<file path="src/rtl/seq_detector_param.sv">
// Parametrised serial bit-pattern detector.
// Watches a 1-bit stream and flags every occurrence of PATTERN. The match can
// be reported in the same cycle (Mealy) or one cycle later (Moore). Overlap
// handling is selectable. A saturating counter tracks the number of matches.
//
// Ports:
//   clk        clock; all state updates on the rising edge
//   rst        synchronous reset, active-high
//   en         x is valid and accepted this cycle
//   x          serial data bit (first bit received aligns with PATTERN MSB)
//   clr_cnt    synchronous clear of match_cnt; wins over a simultaneous match
//   y          match indication (combinational when MOORE=0, registered when MOORE=1)
//   match_cnt  saturating match count
module seq_detector_param #(
  parameter int unsigned N       = 4,
  parameter logic [N-1:0] PATTERN = 4'b1010,
  parameter bit          OVERLAP = 1'b1,
  parameter bit          MOORE   = 1'b0,
  parameter int unsigned CNT_W   = 8
) (
  input  logic             clk,
  input  logic             rst,
  input  logic             en,
  input  logic             x,
  input  logic             clr_cnt,
  output logic             y,
  output logic [CNT_W-1:0] match_cnt
);

  localparam int unsigned HW = N - 1;
  localparam int unsigned FW = (N > 2) ? $clog2(N) : 1;
  localparam logic [FW-1:0]    FILL_FULL = FW'(N - 1);
  localparam logic [CNT_W-1:0] CNT_MAX   = '1;

  logic [HW-1:0] hist;
  logic [HW-1:0] hist_nxt;
  logic [FW-1:0] fill;
  logic [FW-1:0] fill_nxt;
  logic          match_c;

  // Match term and next history/fill for an accepted bit
  always_comb begin
    match_c  = 1'b0;
    hist_nxt = hist;
    fill_nxt = fill;

    match_c = en && !rst && (fill == FILL_FULL) && ({hist, x} == PATTERN);

    // Keep the newest N-1 bits: dropping the MSB of {hist,x} also covers N=2.
    hist_nxt = HW'({hist, x});

    if (match_c && !OVERLAP) begin
      fill_nxt = '0;
    end else if (fill != FILL_FULL) begin
      fill_nxt = fill + FW'(1);
    end
  end

  // History, fill level and saturating match counter
  always_ff @(posedge clk) begin
    if (rst) begin
      hist      <= '0;
      fill      <= '0;
      match_cnt <= '0;
    end else begin
      if (en) begin
        hist <= hist_nxt;
        fill <= fill_nxt;
      end
      if (clr_cnt) begin
        match_cnt <= '0;
      end else if (match_c && (match_cnt != CNT_MAX)) begin
        match_cnt <= match_cnt + CNT_W'(1);
      end
    end
  end

  // Output timing selection
  generate
    if (MOORE) begin : g_moore
      logic y_q;

      // Registered match: high for the single cycle after the matching bit
      always_ff @(posedge clk) begin
        if (rst) begin
          y_q <= 1'b0;
        end else begin
          y_q <= match_c;
        end
      end

      assign y = y_q;
    end else begin : g_mealy
      assign y = match_c;
    end
  endgenerate

endmodule
</file>
<file path="config.mk">
export PLATFORM = sky130hd
export DESIGN_NAME = seq_detector_param
export DESIGN_NICKNAME = d
export VERILOG_FILES = /design/src/rtl/seq_detector_param.sv
export SDC_FILE = /design/constraint.sdc
export NUM_CORES = 1
export LEC_CHECK = 0
export ABC_AREA = 1
export CAP_MARGIN = 20
export CORE_MARGIN = 2
export CORE_UTILIZATION = 49
export DETAILED_ROUTE_END_ITERATION = 12
export PLACE_DENSITY = 0.81
export SLEW_MARGIN = 20
export SYNTH_ARGS = -nofsm -noshare
export SYNTH_HDL_FRONTEND = slang
export SYNTH_SLANG_ARGS = --single-unit
</file>
<file path="constraint.sdc">
create_clock -name clk -period 1.5 [get_ports clk]
set_input_delay 0.225 -clock clk [delete_from_list [all_inputs] [get_ports clk]]
set_output_delay 0.225 -clock clk [all_outputs]
set_load 0.01 [all_outputs]
</file>
Yosys cells after proc, flatten, opt, wreduce, memory -nomap -nowiden
Index checks and enable logic that the tools add are counted.
{"block": "word_totals", "word_cells": 16, "in_bits": 5, "out_inout_bits": 9, "ff_bits": 13}
{"block": "op_classes", "n_addsub": 2, "eq_ne": 4, "n_reduce_logical": 7}
{"cell": "adder 8 x 1 -> 8 bit (second input constant)", "count": 1}
{"cell": "inequality test 8 bit (second input constant)", "count": 1}
{"cell": "equality test 4 bit (second input constant)", "count": 1}
{"cell": "logical AND 1 bit", "count": 4}
{"cell": "adder 2 x 1 -> 2 bit (second input constant)", "count": 1}
{"cell": "equality test 2 bit (second input constant)", "count": 1}
{"cell": "inequality test 2 bit (second input constant)", "count": 1}
{"cell": "AND reduction 2 bit", "count": 1}
{"cell": "OR reduction 2 bit", "count": 1}
{"cell": "logical NOT 1 bit", "count": 1}

Depth between registers and ports, before layout
{"block": "depth", "ltp_word": 5, "mapped_depth": 8, "mapped_depth_nobuf": 8}

Least setup slack after synthesis
No wires, ideal clock.
{"block": "synth_path", "path_type": "reg2reg", "startpoint": "register match_cnt[0]", "endpoint": "register match_cnt[6]", "required_ns": 1.384, "t_arrival_ns": 1.171, "stages_incl_launch_ff": 7, "period_less_slack_ns": 1.287, "slack_ns": 0.213, "n_path_buf": 0, "setup_time_ns": 0.116, "cell_sequence": "dfxtp_1 > ha_1 > nand2_2 > nor3_1 > nand2_1 > o21ai_0 > nor2_1"}
{"block": "synth_between", "elab_chain_len": 2, "elab_cells_between_ends": 3, "classes_between": "add/sub (1); eq/ne (1); reduce/logical (1)"}
{"item": "start, declared", "line_no": "27", "text": "output logic [CNT_W-1:0] match_cnt"}
{"item": "start signal, assigned", "line_no": "73", "text": "match_cnt <= match_cnt + CNT_W'(1);"}
{"item": "branches (longest 2 deep; another with adder 8 x 1 -> 8 bit)"}
Several ways; the timed one is not identified.
A chain may end at the register's enable or synchronous reset.

Final worst setup path
{"block": "layout_path", "startpoint": "register match_cnt[7]", "endpoint": "output match_cnt[7]"}
No word-level cell between the ends.

==> results_dict.tcl <==
set metrics [dict create \
    outcome "complete, no violations" \
    period_needed_ps 1450 \
    worst_hold_slack_ps 470 \
    cp_cell_sequence "clkdlybuf4s50_1" \
    grt.overflow.total 0 \
    comb_power_share_pct 9.2 \
    fmax_mhz 690 \
    power_frac_seq_pct 55.6 \
    ios 14 \
    dr.pass1.iters 4 \
    dieArea_um2 1800 \
    syn_area_per_cell_um2 6.39 \
    grt_pass1_wl_um 2890 \
    cts.sinks 13 \
    p_clk_share_pct 35.3 \
    fin_worst_skew_ps 7.99 \
    final_common_cell "nand2_1" \
    min_path_cells 2 \
    min-delay-start "hist[2]" \
    ys_seq_area_share_pct 36.0 \
    grt_usage_pct 20.8 \
    required_ps 1270 \
    path_delay_family "buffers and inverters" \
    hold_end "hist[2]" \
    clk_pin_slew_worst_paths_ps 90 \
    cts_tree "done" \
    seq_area_um2 269 \
    cts_buffers 3 \
    power.net_switching_w 0.000159 \
    setup_violations 0 \
    initial_core_util_pct 54.1 \
    cp-start-kind "flip-flop" \
    drv_cap 0 \
    hp-class "reg2reg" \
    cp_slowest_cell "clkdlybuf4s50_1" \
    slew_viol_final 0 \
    path_class "reg2out" \
    cts_root_buffer "clkbuf_4" \
    route.final.wire_length_um 1650 \
    yosys_warnings 0 \
    rsz0062_at_grt "false" \
    synth_seq_cells 13 \
    p_sw_share_pct 24.7 \
    synth_top_area_share_pct 36.0 \
    p_leak_nw 0.439 \
    multiInputGateArea_um2 387 \
    grt_pass1_vias 679 \
    viasPerCell 5.04 \
    crit_path_max_incr_delay_ps 550 \
    core_area_um2 1330 \
    netlist_instances 113 \
    dp_cells 148 \
    post_drt_wl_per_cell_um 10.8 \
    htree_levels 1 \
    die_x_um 42.4 \
    r2r_slack_ps 160 \
    antenna_found_initial 0 \
    drcViolationCount 0 \
    via_count 766 \
    crit_arrival_ps 1220 \
    place_ws_ps -288 \
    powerDensity_nw_per_um2 675 \
    stdcell_count 152 \
    reg2reg_depth 8 \
    fillers 123 \
    diodes 0 \
    mostFrequentLayoutCells "24 x nand2_1, 20 x nor2_1, 20 x inv_1" \
    r2r_start "fill[0]" \
    die_h_um 42.4 \
    fin_nets 145 \
    area_delta_synth_final_pct 32.2 \
    worstSetupEndpointType "output port" \
    synth_area_um2 722 \
    fin_ws_ps 50.9 \
    drive_gt1_share_pct 16.8 \
    r2r_end "match_cnt[5]" \
    grt_max_degree 8 \
    min_period_over_period_pct 96.6 \
    post_cts_buffers 0 \
    antenna_left 0 \
    critPathBufInv 1 \
    core.rowCount 13 \
    p_int_w 0.000485 \
    worstMarginPinSlew_ps 334 \
    clk_latency_ps 290 \
    cts_max_path_buffers 2 \
    synth_top_area_cell "dfxtp_1" \
    hold_viol 0 \
    slew_headroom_pct 77.6 \
    ys_types 15 \
    cp_max_fo 5 \
    cts_hold_buf 0 \
    port_buffers 13 \
    gp_congestion 0.827 \
    ir_worst_vdd_v 0.000480 \
    synth_nets 120 \
    dp_hpwl_um 1240 \
    synth_area_leaders "dfxtp_1 36%, nand2_1 12%, inv_1 10%" \
    initialDrtViolationCount 20 \
]
## area by class of cell
cell class | instances | share of cell area [%]
clock buffers | 4 | 2.75
repair buffers | 20 | 18.7
flip-flops and latches | 13 | 28.2
inverters | 20 | 7.86
multi-input cells | 80 | 40.5
well taps | 15 | 1.97
## routing by layer
layer	up-vias	GRT usage, %	wire length (um)
met4	0	11.3	43
met3	5	2.59	72
li1	405	-	-
met5	-	0	0
met1	337	28.5	799
met2	19	31.4	732
## synth_stat cells
cell / n
nor2_4: 1
nand2_2: 3
inv_1: 20
ha_1: 2
nor2_2: 1
nand3_1: 5
nor3_1: 1
o21ai_0: 11
a21oi_1: 7
nand4_1: 3
nor2_1: 20
nand2_4: 1
nand3_2: 1
nand2_1: 24
dfxtp_1: 13
## stage by stage
step	power [W]	cell area (um2)	TNS [ps]	util, %
detailed placement	0.000427	923	-765	69.2
global route	0.000671	955	0	71.6
finish	0.000644	955	0	71.6
floorplan	0.000396	722	0	-
CTS	0.000649	953	0	71.5
global placement	0.000423	923	-516	69.2
## kinds of logic after synthesis
kind of cell | count (synthesis) | synth area share (%)
and+or+nand+nor | 60 | 37.6
buffers and inverters | 20 | 10.4
AOI/OAI and AO/OA | 18 | 12.5
DFF | 13 | 36.0
adders and majority gates | 2 | 3.47
## worst max-delay path by stage
stage,start,endpoint,cells after the start
2_1_floorplan,match_cnt[0],match_cnt[6],6
3_3_place_gp,en,y,6
3_5_place_dp,en,y,6
4_1_cts,en,y,6
5_1_grt,match_cnt[7],match_cnt[7],1
6_report,match_cnt[7],match_cnt[7],1
## power by group through the flow
stage	Clock [W]	Sequential [W]	Combinational, W
5_1_grt	0.000243	0.000360	0.0000688
6_report	0.000227	0.000358	0.0000591
3_5_place_dp	0	0.000368	0.0000588
3_3_place_gp	0	0.000367	0.0000556
2_1_floorplan	0	0.000367	0.0000288
4_1_cts	0.000231	0.000360	0.0000587
## repair_timing
item / CTS / global route
setup endpoints to repair: 6 / 4
endpoints found under the hold margin: 0 / 0
resized for setup: 7 / 4
cloned: 0 / 0
## registers in the layout (all words and copies together) (netlist names)
signal / cells
fill: 2
hist: 3
match_cnt: 8
(Power assumes the default switching activity.)
